===== config.mk =====
export PLATFORM = sky130hd
export DESIGN_NAME = reg_pair_arbiter_flat
export DESIGN_NICKNAME = d
export VERILOG_FILES = /design/src/rtl/tb4004_pkg.sv /design/src/rtl/reg_pair_arbiter_if.sv /design/src/rtl/reg_arb_pick.sv /design/src/rtl/reg_pair_arbiter.sv /design/src/flat_wrapper.sv
export SDC_FILE = /design/constraint.sdc
export NUM_CORES = 1
export LEC_CHECK = 0
export CAP_MARGIN = 20
export CORE_MARGIN = 5
export CORE_UTILIZATION = 40
export CTS_CLUSTER_SIZE = 30
export DETAILED_ROUTE_END_ITERATION = 8
export HOLD_SLACK_MARGIN = 0.06
export PLACE_DENSITY_LB_ADDON = 0.2
export SYNTH_ARGS = -nofsm -noshare
export SYNTH_HDL_FRONTEND = slang
export SYNTH_SLANG_ARGS = --single-unit

===== constraint.sdc =====
create_clock -name clk -period 1.4 [get_ports clk]
set_input_delay 0.21 -clock clk [delete_from_list [all_inputs] [get_ports clk]]
set_output_delay 0.21 -clock clk [all_outputs]
set_load 0.005 [all_outputs]

===== src/rtl/tb4004_pkg.sv =====
// rtl/tb4004_pkg.sv - shared op/state encodings and arbitration defaults
package tb4004_pkg;

    typedef enum logic [1:0] {
        OP_RD4 = 2'b00,
        OP_WR4 = 2'b01,
        OP_RD8 = 2'b10,
        OP_WR8 = 2'b11
    } op_e;

    typedef enum logic [1:0] {
        ST_IDLE = 2'b00,
        ST_ACC0 = 2'b01,
        ST_ACC1 = 2'b10,
        ST_RESP = 2'b11
    } state_e;

    localparam int STARVE_LIMIT_DEFAULT = 4;

    // Bit 1 of the op selects a register pair, bit 0 selects a write.
    function automatic logic op_is_pair(op_e op);
        return op[1];
    endfunction

    function automatic logic op_is_write(op_e op);
        return op[0];
    endfunction

endpackage


===== src/rtl/reg_pair_arbiter_if.sv =====
// rtl/reg_pair_arbiter_if.sv - requester, response and register-file bus bundle
interface reg_pair_arbiter_if;

    logic       coreReq;
    logic [1:0] coreOp;
    logic [3:0] coreIdx;
    logic [7:0] coreWdata;
    logic       coreAck;

    logic       debugReq;
    logic [1:0] debugOp;
    logic [3:0] debugIdx;
    logic [7:0] debugWdata;
    logic       debugAck;

    logic       respValid;
    logic       respId;
    logic [7:0] respData;
    logic       busy;

    logic       regWe;
    logic [3:0] regAddr;
    logic [3:0] regDin;
    logic [3:0] regDout;

    modport slave (
        input  coreReq, coreOp, coreIdx, coreWdata,
        output coreAck,
        input  debugReq, debugOp, debugIdx, debugWdata,
        output debugAck,
        output respValid, respId, respData, busy,
        output regWe, regAddr, regDin,
        input  regDout
    );

    modport master (
        output coreReq, coreOp, coreIdx, coreWdata,
        input  coreAck,
        output debugReq, debugOp, debugIdx, debugWdata,
        input  debugAck,
        input  respValid, respId, respData, busy,
        input  regWe, regAddr, regDin,
        output regDout
    );

endinterface


===== src/rtl/reg_arb_pick.sv =====
// rtl/reg_arb_pick.sv - core-priority grant selection with debug starvation guard
module reg_arb_pick
    import tb4004_pkg::*;
#(
    parameter int STARVE_LIMIT = STARVE_LIMIT_DEFAULT
) (
    input  logic clk,
    input  logic rst,
    input  logic coreReq,
    input  logic debugReq,
    input  logic grantEn,
    output logic grantCore,
    output logic grantDebug
);

    localparam int CW = (STARVE_LIMIT < 1) ? 1 : $clog2(STARVE_LIMIT + 1);
    localparam logic [CW-1:0] LIMIT = CW'(STARVE_LIMIT);

    logic [CW-1:0] starveCnt;
    logic          debugWins;

    always_comb begin
        debugWins  = debugReq && (!coreReq || (starveCnt == LIMIT));
        grantDebug = grantEn && debugWins;
        grantCore  = grantEn && coreReq && !debugWins;
    end

    // Only core grants that leave debug waiting count toward starvation.
    always_ff @(posedge clk) begin
        if (rst) begin
            starveCnt <= '0;
        end else if (grantCore && debugReq) begin
            if (starveCnt != LIMIT) begin
                starveCnt <= starveCnt + 1'b1;
            end
        end else if (grantCore || grantDebug) begin
            starveCnt <= '0;
        end
    end

endmodule


===== src/rtl/reg_pair_arbiter.sv =====
// rtl/reg_pair_arbiter.sv - two-requester nibble/pair register file access sequencer
module reg_pair_arbiter
    import tb4004_pkg::*;
#(
    parameter int STARVE_LIMIT = STARVE_LIMIT_DEFAULT
) (
    input  logic               clk,
    input  logic               rst,
    reg_pair_arbiter_if.slave  bus
);

    state_e     state;
    state_e     stateNext;
    op_e        op;
    logic [3:0] idx;
    logic [7:0] wdata;
    logic       id;
    logic [7:0] rdata;

    logic grantEn;
    logic grantCore;
    logic grantDebug;

    assign grantEn = (state == ST_IDLE) && !rst;

    reg_arb_pick #(
        .STARVE_LIMIT (STARVE_LIMIT)
    ) u_pick (
        .clk        (clk),
        .rst        (rst),
        .coreReq    (bus.coreReq),
        .debugReq   (bus.debugReq),
        .grantEn    (grantEn),
        .grantCore  (grantCore),
        .grantDebug (grantDebug)
    );

    always_ff @(posedge clk) begin
        if (rst) begin
            state <= ST_IDLE;
            op    <= OP_RD4;
            idx   <= 4'h0;
            wdata <= 8'h00;
            id    <= 1'b0;
            rdata <= 8'h00;
        end else begin
            state <= stateNext;
            if (grantCore) begin
                op    <= op_e'(bus.coreOp);
                idx   <= bus.coreIdx;
                wdata <= bus.coreWdata;
                id    <= 1'b0;
            end else if (grantDebug) begin
                op    <= op_e'(bus.debugOp);
                idx   <= bus.debugIdx;
                wdata <= bus.debugWdata;
                id    <= 1'b1;
            end
            // Even register of a pair is the high nibble, odd is the low nibble.
            if (!op_is_write(op)) begin
                if (state == ST_ACC0) begin
                    if (op_is_pair(op)) begin
                        rdata[7:4] <= bus.regDout;
                    end else begin
                        rdata <= {4'h0, bus.regDout};
                    end
                end else if (state == ST_ACC1) begin
                    rdata[3:0] <= bus.regDout;
                end
            end
        end
    end

    always_comb begin
        stateNext     = state;
        bus.coreAck   = grantCore;
        bus.debugAck  = grantDebug;
        bus.respValid = 1'b0;
        bus.respId    = 1'b0;
        bus.respData  = 8'h00;
        bus.busy      = (state != ST_IDLE);
        bus.regWe     = 1'b0;
        bus.regAddr   = 4'h0;
        bus.regDin    = 4'h0;

        case (state)
            ST_IDLE: begin
                if (grantCore || grantDebug) begin
                    stateNext = ST_ACC0;
                end
            end
            ST_ACC0: begin
                stateNext   = op_is_pair(op) ? ST_ACC1 : ST_RESP;
                bus.regWe   = op_is_write(op);
                bus.regAddr = op_is_pair(op) ? {idx[3:1], 1'b0} : idx;
                if (op_is_write(op)) begin
                    bus.regDin = op_is_pair(op) ? wdata[7:4] : wdata[3:0];
                end
            end
            ST_ACC1: begin
                stateNext   = ST_RESP;
                bus.regWe   = op_is_write(op);
                bus.regAddr = {idx[3:1], 1'b1};
                if (op_is_write(op)) begin
                    bus.regDin = wdata[3:0];
                end
            end
            ST_RESP: begin
                stateNext     = ST_IDLE;
                bus.respValid = 1'b1;
                bus.respId    = id;
                if (!op_is_write(op)) begin
                    bus.respData = op_is_pair(op) ? rdata : {4'h0, rdata[3:0]};
                end
            end
            default: stateNext = ST_IDLE;
        endcase

        // Reset silences everything in the same cycle so an aborted op cannot write.
        if (rst) begin
            bus.coreAck   = 1'b0;
            bus.debugAck  = 1'b0;
            bus.respValid = 1'b0;
            bus.respId    = 1'b0;
            bus.respData  = 8'h00;
            bus.busy      = 1'b0;
            bus.regWe     = 1'b0;
            bus.regAddr   = 4'h0;
            bus.regDin    = 4'h0;
        end
    end

endmodule


===== src/flat_wrapper.sv =====
// flat-port wrapper written by rule: the top's interface ports become plain ports
module reg_pair_arbiter_flat import tb4004_pkg::*;
#(
    parameter int STARVE_LIMIT = STARVE_LIMIT_DEFAULT
)
  (clk, rst, bus_coreReq, bus_coreOp, bus_coreIdx, bus_coreWdata, bus_coreAck, bus_debugReq, bus_debugOp, bus_debugIdx, bus_debugWdata, bus_debugAck, bus_respValid, bus_respId, bus_respData, bus_busy, bus_regWe, bus_regAddr, bus_regDin, bus_regDout);
  reg_pair_arbiter_if bus_i ();
  input  logic clk;
  input  logic rst;
  input wire logic [$bits(bus_i.coreReq)-1:0] bus_coreReq;
  input wire logic [$bits(bus_i.coreOp)-1:0] bus_coreOp;
  input wire logic [$bits(bus_i.coreIdx)-1:0] bus_coreIdx;
  input wire logic [$bits(bus_i.coreWdata)-1:0] bus_coreWdata;
  output wire logic [$bits(bus_i.coreAck)-1:0] bus_coreAck;
  input wire logic [$bits(bus_i.debugReq)-1:0] bus_debugReq;
  input wire logic [$bits(bus_i.debugOp)-1:0] bus_debugOp;
  input wire logic [$bits(bus_i.debugIdx)-1:0] bus_debugIdx;
  input wire logic [$bits(bus_i.debugWdata)-1:0] bus_debugWdata;
  output wire logic [$bits(bus_i.debugAck)-1:0] bus_debugAck;
  output wire logic [$bits(bus_i.respValid)-1:0] bus_respValid;
  output wire logic [$bits(bus_i.respId)-1:0] bus_respId;
  output wire logic [$bits(bus_i.respData)-1:0] bus_respData;
  output wire logic [$bits(bus_i.busy)-1:0] bus_busy;
  output wire logic [$bits(bus_i.regWe)-1:0] bus_regWe;
  output wire logic [$bits(bus_i.regAddr)-1:0] bus_regAddr;
  output wire logic [$bits(bus_i.regDin)-1:0] bus_regDin;
  input wire logic [$bits(bus_i.regDout)-1:0] bus_regDout;
  assign bus_i.coreReq = bus_coreReq;
  assign bus_i.coreOp = bus_coreOp;
  assign bus_i.coreIdx = bus_coreIdx;
  assign bus_i.coreWdata = bus_coreWdata;
  assign bus_coreAck = bus_i.coreAck;
  assign bus_i.debugReq = bus_debugReq;
  assign bus_i.debugOp = bus_debugOp;
  assign bus_i.debugIdx = bus_debugIdx;
  assign bus_i.debugWdata = bus_debugWdata;
  assign bus_debugAck = bus_i.debugAck;
  assign bus_respValid = bus_i.respValid;
  assign bus_respId = bus_i.respId;
  assign bus_respData = bus_i.respData;
  assign bus_busy = bus_i.busy;
  assign bus_regWe = bus_i.regWe;
  assign bus_regAddr = bus_i.regAddr;
  assign bus_regDin = bus_i.regDin;
  assign bus_i.regDout = bus_regDout;
  reg_pair_arbiter #(.STARVE_LIMIT(STARVE_LIMIT)) u_core (.clk(clk), .rst(rst), .bus(bus_i));
endmodule

== After elaboration in Yosys (flattened, before gate mapping) ==
Index checks and enable logic that the tools add are counted.
Operators by class
  muxes and demuxes: 37
  reduce and logical (&&, ||, !) cells: 21
  multipliers: 0
  bitwise gates (word level): 1
  eq/ne operators: 8
  $add $sub $neg: 1
  shift operators: 0
  div/mod/pow operators: 0
  $lt $le $gt $ge: 0
Operators with widths (count)
  8-bit 2-to-1 mux: 6
  4-bit 2-to-1 mux: 11
  4-bit one-hot mux with 2 select lines: 2
  1-bit 2-to-1 mux: 11
  3-bit 2-to-1 mux: 3
  2-bit one-hot mux with 4 select lines: 1
  2-bit nonzero test: 4
  1-bit logical AND: 6
  2-bit 2-to-1 mux: 3
  2-bit == test (second input constant): 2
  2-bit != test (second input constant): 2
  2-bit AND reduction: 2
  2-bit OR reduction: 2
  3-bit by 1-bit adder with 3-bit output (second input constant): 1
  3-bit == test (second input constant): 1
  1-bit logical NOT: 3
  3-bit != test (second input constant): 1
  3-bit AND reduction: 1
  2-bit by 1-bit == test with 1-bit output (second input constant): 1
  2-bit logical NOT: 1
  1-bit logical OR: 2
  2-bit by 1-bit != test with 1-bit output (second input constant): 1
  1-bit NOT: 1
Storage, ports and cells
  bits in read-only memories: 0
  logic and storage cells: 76
  memory bits (writable): 0
  output and inout port bits: 22
  memories: 0
  register bits after elaboration: 28
  input port bits: 36
  latch bits: 0

== Longest topological paths before layout ==
Gate-level depths: netlist (run 1).
  word-level depth: 8
  depth in mapped cells: 8
  depth with buffers taken out: 7

== Modules after synthesis ==
From an unflattened synthesis (run 1), not the netlist that was laid out.
Unflattened totals
  cells, all modules: 184
  area, all modules: 1674.1 um^2
Modules (own cells, without submodules)
  reg_pair_arbiter: area an instance 1480.2 um^2, seq. area each 500.5 um^2, cells an instance 159, instances 1
  reg_arb_pick: area an instance 193.9 um^2, seq. area each 60.1 um^2, cells an instance 25, instances 1

== Worst setup path after synthesis (run 1) ==
No wires, ideal clock.
  path type: flip-flop to flip-flop
  from: reg u_core.state[0]
  to: reg u_core.idx[3]
  arrival: 1.424 ns
  period minus slack after synthesis: 1.550 ns
  setup time: 0.126 ns
  path buffers: 1
  path slack: -0.150 ns
  required time: 1.274 ns
  cell stages (with the launch flop): 9
  path through: dfxtp_1 > inv_1 > ha_1 > and2b_4 > nand3_4 > inv_4 > buf_12 > nor3_1 > nor4_2
Between the ends
  longest elaborated chain between the ends: 5
  elaborated cells between the ends (all ways): 7
  those cells by class: mux: 1; reduce/logical: 6
Ends and longest elaborated chain
  start, declared: RTL line reg_pair_arbiter.sv:12  | state_e state;
  start signal, assigned: RTL line reg_pair_arbiter.sv:47  | state <= stateNext;
  2-bit logical NOT (*): RTL line reg_pair_arbiter.sv:24  | assign grantEn = (state == ST_IDLE) && !rst;
  1-bit logical AND (*): RTL line reg_pair_arbiter.sv:24
  1-bit logical AND (2 in a row): RTL line reg_arb_pick.sv:25  | grantCore = grantEn && coreReq && !debugWins;
  4-bit 2-to-1 mux / 2-bit nonzero test (equally long branches)
  end signal, assigned: RTL line reg_pair_arbiter.sv:50  | idx <= bus.coreIdx;
  end signal, assigned: RTL line reg_pair_arbiter.sv:55  | idx <= bus.debugIdx;
  end, declared: RTL line reg_pair_arbiter.sv:15  | logic [3:0] idx;
Mark *: on every way between the ends. The rest lies on a longest branch, timed or not.
A chain may end at the register's enable or synchronous reset.

== Worst setup path after layout (run 1) ==
  from: reg u_core.state[1]
  to: out bus_regDin[0]
Between the ends
  longest elaborated chain between the ends: 3
  elaborated cells between the ends (all ways): 4
  those cells by class: eq/ne: 2; mux: 2
Ends and longest elaborated chain
  2-bit == test / 2-bit by 1-bit == test with 1-bit output (equally long branches): RTL line reg_pair_arbiter.sv:86  | case (state)
  4-bit one-hot mux with 2 select lines (*): RTL line reg_pair_arbiter.sv:86
  4-bit 2-to-1 mux (*): RTL line reg_pair_arbiter.sv:120  | if (rst) begin
  end, declared: RTL line flat_wrapper.sv:26  | output wire logic [$bits(bus_i.regDin)-1:0] bus_regDin;
Marked as above.

==> impl_metrics.csv, run 1 <==
group,metric,value,unit
clocking,ctsHtreeMaxLevel,1,
run_status,violations,"setup timing",
synthesis,synth_cell_types,35,
synthesis,synthArstFlopShare,0,%
setup_path,critPathArrivalTime,1690,ps
global_route,first_global_vias,1797,
setup_path,critPathSlowestCell,"dfxtp_4",
synthesis,synth_nets,235,
setup_path,worstSetupStartpointType,"flip-flop",
min_path,hp-class,"flip-flop to flip-flop",
timing,hold_viol,0,
setup_path,required,1190,ps
floorplan,die_x,73.2,µm
place,place_area,2510,µm²
global_route,track_usage,20.7,%
drt,firstDrtPassIters,4,
timing,fin_crit,1900,ps
final_layout,final_core_util,81.3,%
final_layout,diodes,0,
clocking,cts.path.max_buffers,2,
final_layout,fin_nets,344,
setup_path,r2r-start,"u_core.state[1]$_SDFFE_PP0P_",
clocking,cts_tree,"built",
floorplan,start_util,40.6,%
min_path,hold_depth,2,
setup_path,reg2reg_to,"u_core.rdata[0]$_SDFFE_PP0P_",
drt,drt_iter0_drc,106,
floorplan,io_pins,58,
drt,wl_per_cell,18.7,µm
timing,period_share,136,%
final_layout,stdcell_area,3200,µm²
synthesis,yosys.area.top_type_share,35.1,%
drt,drtAntennaViolNets,0,
setup_path,cp_cell_sequence,"inv_4, buf_12, ha_4, nand2b_4, nand2b_4, a32oi_2, nor2_1, buf_2",
floorplan,chipHeight,73.2,µm
setup_path,crit_family,"flip-flops",
global_route,grt_pass1_wl,8.56,mm
run_status,outcome,"finished with violations",
synthesis,yosys_warnings,0,
timing,max_slew_margin,78.6,%
clocking,cts_root_buffer,"clkbuf_8",
synthesis,synth_area,1600,µm²
place,routabilityCongestion,0.779,
setup_path,cp_num_buf_inv,3,
setup_path,crit_fanout,5,
floorplan,placementRows,23,
final_layout,syn2layout_area_growth,100,%
clocking,cts_made_buffers,3,
clocking,clkTransAtPathRegs,100,ps
synthesis,synth_largest_area_cell,"dfxtp_1",
clocking,clk_latency,280,ps
place,preCtsSetupSlack,-657,ps
setup_path,timing.critical_path.slowest_cell_delay,380,ps
setup_path,path_class,"flip-flop to primary output",
drt,via_count,1866,
timing,tns,-10570,ps
power_and_ir_drop,peakVddDrop,982,µV
place,dpl.hpwl,3.22,mm
place,portBuffers,57,
synthesis,synth-edff-count,0,
power_and_ir_drop,power_density,1650,nW/µm²
final_layout,layout-drive-gt1-share,54.7,%
setup_path,endpoint_kind,"primary output",
global_route,grt_max_degree,17,
floorplan,core-area,3940,µm²
floorplan,die_area,5360,µm²
synthesis,ys_seq_area_share,35.1,%
synthesis,syn_inst,192,
setup_path,rrSetupSlack,-320,ps
timing,setup_viol,43,
timing,skew,4.20,ps
setup_path,rr_worst_depth,9,
min_path,min_to,"u_core.rdata[6]$_SDFFE_PP0P_",
synthesis,synthTopCellsByArea,"dfxtp_1 (35%), nor2_1 (9.9%), nor4_2 (7.8%)",
global_route,grt_antenna_before_repair,0,
drt,wl,6.53,mm
clocking,clkSinkCount,28,
final_layout,final_common_cell,"clkdlybuf4s50_1",
timing,worst_slack,-501,ps
timing,slew_viol_final,0,
min_path,hold_start,"u_core.rdata[6]$_SDFFE_PP0P_",
drt,drc_errors,0,
setup_path,cpMostUsedCell,"nand2b_4",
synthesis,syn_area_per_cell,8.33,µm²
global_route,overflow,0,
synthesis,yosys_most_used_dff,"dfxtp_1",
drt,via_per_inst,5.33,
flow_run,drv_cap,0,
final_layout,final_cell_mix,"clkdlybuf4s50_1 (34), buf_4 (33), nor2_1 (30)",
timing,rsz0062_at_grt,"true",
timing,worstMarginPinSlew,320,ps
synthesis,ys_seq_elements,28,
power_and_ir_drop,p_leak,1.30,nW
timing,fmax,526,MHz
[layer usage]
layer | global-route usage, % | up-vias | part of all wire (%)
li1 | - | 879 | -
met1 | 25.5 | 913 | 41
met2 | 36.8 | 58 | 51
met3 | 2.62 | 16 | 4.3
met4 | 6.56 | 0 | 3.2
met5 | 0 | - | 0
[Yosys cell counts (2+ instances only)]
| library cell | n |
|---|---|
| nor4_1 | 3 |
| xnor2_1 | 2 |
| nand2_1 | 9 |
| a31oi_1 | 2 |
| nor4_2 | 10 |
| nand3_1 | 7 |
| a32oi_1 | 5 |
| and2_1 | 11 |
| mux2i_1 | 5 |
| dfxtp_1 | 28 |
| buf_6 | 2 |
| nor3_1 | 14 |
| a21oi_1 | 7 |
| inv_1 | 6 |
| buf_1 | 2 |
| ha_1 | 7 |
| buf_2 | 3 |
| nor2b_1 | 3 |
| nand2b_1 | 5 |
| and3_1 | 5 |
| nor2_1 | 42 |
[stage by stage]
step | instances | hold WS [ps] | total power [mW]
2_1_floorplan | 192 | 357 | 2.33
3_3_place_gp | 321 | 438 | 3.04
6_report | 350 | 470 | 5.28
4_1_cts | 345 | 463 | 4.58
3_5_place_dp | 321 | 448 | 3.05
5_1_grt | 350 | 487 | 5.51
[worst register-to-register path: cells and delay by family (launching register included)]
kind	cells	cell delay (ps)
buffers and inverters	4	410
adders and majority gates	1	180
muxes	1	210
DFF	1	380
and+or+nand+nor	2	190
AOI/OAI and AO/OA	1	220
[cell families after synthesis]
| logic type | count (synthesis) | synth area share (%) |
|---|---|---|
| muxes | 5 | 3.13 |
| xor gates and xnor gates | 2 | 1.10 |
| buffers and inverters | 17 | 6.57 |
| AOI/OAI and AO/OA | 19 | 8.61 |
| DFF | 28 | 35.1 |
| and+or+nand+nor | 114 | 40.1 |
| adders and majority gates | 7 | 5.48 |
[power breakdown]
group	total (mW)	internal [mW]	switching, mW
logic	3.48	1.88	1.59
clock network	0.648	0.383	0.265
registers	1.15	0.994	0.160
total	5.28	3.26	2.02
[cell type report]
cell class	instances	area [µm²]
multi-input combinational	147	1320
timing repair buffer	114	1140
fill	226	738
sequential	28	569
tap	50	62.6
clock buffer	3	41.3
inverter	7	36.3
clock inverter	1	30.0
[registers in the layout, indices dropped and copies added (netlist names)]
name and cells:
u_core.rdata 8, u_core.wdata 8, u_core.idx 4, u_core.u_pick.starveCnt 3, u_core.op 2, u_core.state 2, u_core.id 1
[what timing repair did]
item | in CTS | in global routing
resized for setup | 149 | 48
pin swaps | 30 | 23
setup buffers | 16 | 9
setup endpoints to repair | 47 | 48
hold buffers | 0 | 0
cloned | 4 | 0
[worst max-delay path by stage]
stage	start	to	cells after the start
2_1_floorplan	u_core.state[1]$_SDFFE_PP0P_	u_core.idx[3]$_SDFFE_PP0P_	8
3_3_place_gp	rst	bus_respData[4]	6
3_5_place_dp	rst	bus_respData[7]	6
4_1_cts	u_core.state[1]$_SDFFE_PP0P_	bus_respData[7]	7
5_1_grt	u_core.state[1]$_SDFFE_PP0P_	bus_regDin[0]	8
6_report	u_core.state[1]$_SDFFE_PP0P_	bus_regDin[0]	8
No activity file was read; power rests on OpenSTA's default activity.
==> run 2, diff against run 1 <==
Settings changed: CTS_CLUSTER_SIZE 30 to not set, TNS_END_PERCENT set to 1.
==> impl_metrics.csv, run 2 (same netlist as run 1, synthesis figures left out) <==
group,metric,value,unit
setup_path,crit_path_end,"bus_regDin[0]",
setup_path,cp_num_buf_inv,2,
global_route,first_global_vias,1581,
timing,worstMarginPinSlew,358,ps
setup_path,cp_cell_sequence,"buf_4, ha_4, nand2b_4, nand2b_4, a32oi_2, nor2_2, buf_2",
global_route,overflow,0,
place,portBuffers,57,
final_layout,instances_no_fill,330,
floorplan,core-area,3940,µm²
floorplan,chipHeight,73.2,µm
final_layout,layout-drive-gt1-share,43.6,%
drt,drt_iter0_drc,99,
timing,hold_viol,0,
final_layout,final_core_util,70.5,%
setup_path,rr_worst_depth,7,
global_route,grt_antenna_before_repair,0,
flow_run,drv_cap,0,
final_layout,reg_top3,"u_core.rdata: 8 flops, u_core.wdata: 8 flops, u_core.idx: 4 flops",
setup_path,cpMostUsedCell,"nand2b_4",
setup_path,timing.critical_path.slowest_cell_delay,380,ps
setup_path,r2r-start,"u_core.state[0]$_SDFFE_PP0P_",
setup_path,rrSetupSlack,-160,ps
timing,period_share,123,%
power_and_ir_drop,p_int,2.68,mW
final_layout,final_common_cell,"nor2_1",
setup_path,crit_fanout,5,
timing,fin_crit,1720,ps
setup_path,crit_family,"flip-flops",
place,routabilityCongestion,0.789,
global_route,grt_pass1_wl,7.27,mm
clocking,cts.path.max_buffers,2,
floorplan,start_util,40.6,%
drt,via_count,1684,
floorplan,die_area,5360,µm²
setup_path,reg2reg_to,"u_core.rdata[2]$_SDFFE_PP0P_",
power_and_ir_drop,p_leak,1.14,nW
timing,rsz0062_at_grt,"true",
power_and_ir_drop,switching_share,37.6,%
clocking,cts_hold_buffers,0,
floorplan,placementRows,23,
setup_path,required,1190,ps
drt,wl_per_cell,14.4,µm
timing,worst_slack,-325,ps
timing,slew_viol_final,0,
clocking,clkTransAtPathRegs,100,ps
power_and_ir_drop,peakVddDrop,922,µV
power_and_ir_drop,p_switching,1.62,mW
clocking,cts_root_buffer,"clkbuf_8",
power_and_ir_drop,power_density,1550,nW/µm²
drt,drtAntennaViolNets,0,
drt,drc_errors,0,
timing,skew,5.08,ps
run_status,outcome,"finished with violations",
final_layout,fin_nets,324,
final_layout,final_cell_mix,"nor2_1 (35), clkdlybuf4s50_1 (33), buf_4 (26)",
place,dpl.hpwl,3.38,mm
setup_path,path_class,"flip-flop to primary output",
min_path,hold_start,"rst",
drt,via_per_inst,5.10,
setup_path,critPathArrivalTime,1510,ps
clocking,cts_made_buffers,3,
min_path,hp-class,"input port to flip-flop",
final_layout,syn2layout_area_growth,73.8,%
clocking,clk_latency,280,ps
floorplan,die_x,73.2,µm
setup_path,endpoint_kind,"primary output",
timing,fmax,580,MHz
global_route,track_usage,17.3,%
setup_path,crit_cells,7,
setup_path,critPathSlowestCell,"dfxtp_4",
timing,max_slew_margin,76.2,%
floorplan,io_pins,58,
drt,firstDrtPassIters,4,
power_and_ir_drop,power_frac_seq,26.6,%
final_layout,diodes,0,
clocking,cts_tree,"built",
timing,setup_viol,44,
clocking,ctsHtreeMaxLevel,1,
min_path,hold_depth,2,
clocking,clkSinkCount,28,
global_route,grt_max_degree,17,
drt,wl,4.77,mm
power_and_ir_drop,combPwrFrac,58.2,%
place,placed_cells,323,
run_status,violations,"setup timing",
setup_path,worstSetupStartpointType,"flip-flop",
setup_path,cp-startpoint,"u_core.state[0]$_SDFFE_PP0P_",
power_and_ir_drop,clockPowerShare,15.2,%
==> run 2: repair_timing <==
action | in CTS | in global routing
endpoints found under the setup margin | 48 | 49
pin swaps | 27 | 8
buffers inserted | 4 | 0
gates resized for setup | 126 | 16
==> run 2: routing by layer <==
layer	track usage, %	up-vias	part of all wire [%]
li1	-	842	-
met1	20.9	791	40
met2	32.4	43	53
met3	1.93	8	4.8
met4	3.69	0	1.6
met5	0	-	0
==> run 2: worst min-delay path by stage <==
stage	end	slack (ps)
floorplan	u_core.rdata[0]$_SDFFE_PP0P_	360
global placement	u_core.rdata[5]$_SDFFE_PP0P_	440
detailed placement	u_core.rdata[4]$_SDFFE_PP0P_	440
CTS	u_core.state[1]$_SDFFE_PP0P_	430
global route	u_core.rdata[4]$_SDFFE_PP0P_	480
finish	u_core.state[1]$_SDFFE_PP0P_	440
==> run 2: final cells by class <==
type,count,area [µm²]
fill,308,1160
tap,50,62.6
sequential,28,569
clock buffer,3,41.3
timing repair buffer,94,863
clock inverter,1,30.0
multi-input combinational,147,1180
inverter,7,36.3
==> run 2: worst register-to-register path, delay by kind of cell, from the launching register on <==
kind / cells / cell delay, ps
buf+inv: 2 / 280
fa+ha+maj: 1 / 190
compound gates: 1 / 210
simple gates: 2 / 180
flops: 1 / 380
mux: 1 / 230
==> run 2: through the flow <==
step           area, µm²  hold WS, ps  TNS, ps  power (mW)  setup slack, ps
2_1_floorplan       1690          357    -45.4        2.33            -9.94
3_3_place_gp        2560          438   -21650        3.10             -680
3_5_place_dp        2560          443   -23290        3.14             -734
4_1_cts             2740          428    -6890        4.15             -295
5_1_grt             2780          476   -10360        4.55             -393
6_report            2780          441    -7090        4.30             -325
==> run 2: power by group through the flow <==
stage | Combinational (mW) | Clock [mW] | Sequential, mW
after global routing | 2.70 | 0.693 | 1.16
final | 2.50 | 0.651 | 1.14
after CTS | 2.36 | 0.668 | 1.12
after global placement | 2.00 | 0 | 1.10
after detailed placement | 2.03 | 0 | 1.10
after floorplan | 1.24 | 0 | 1.09
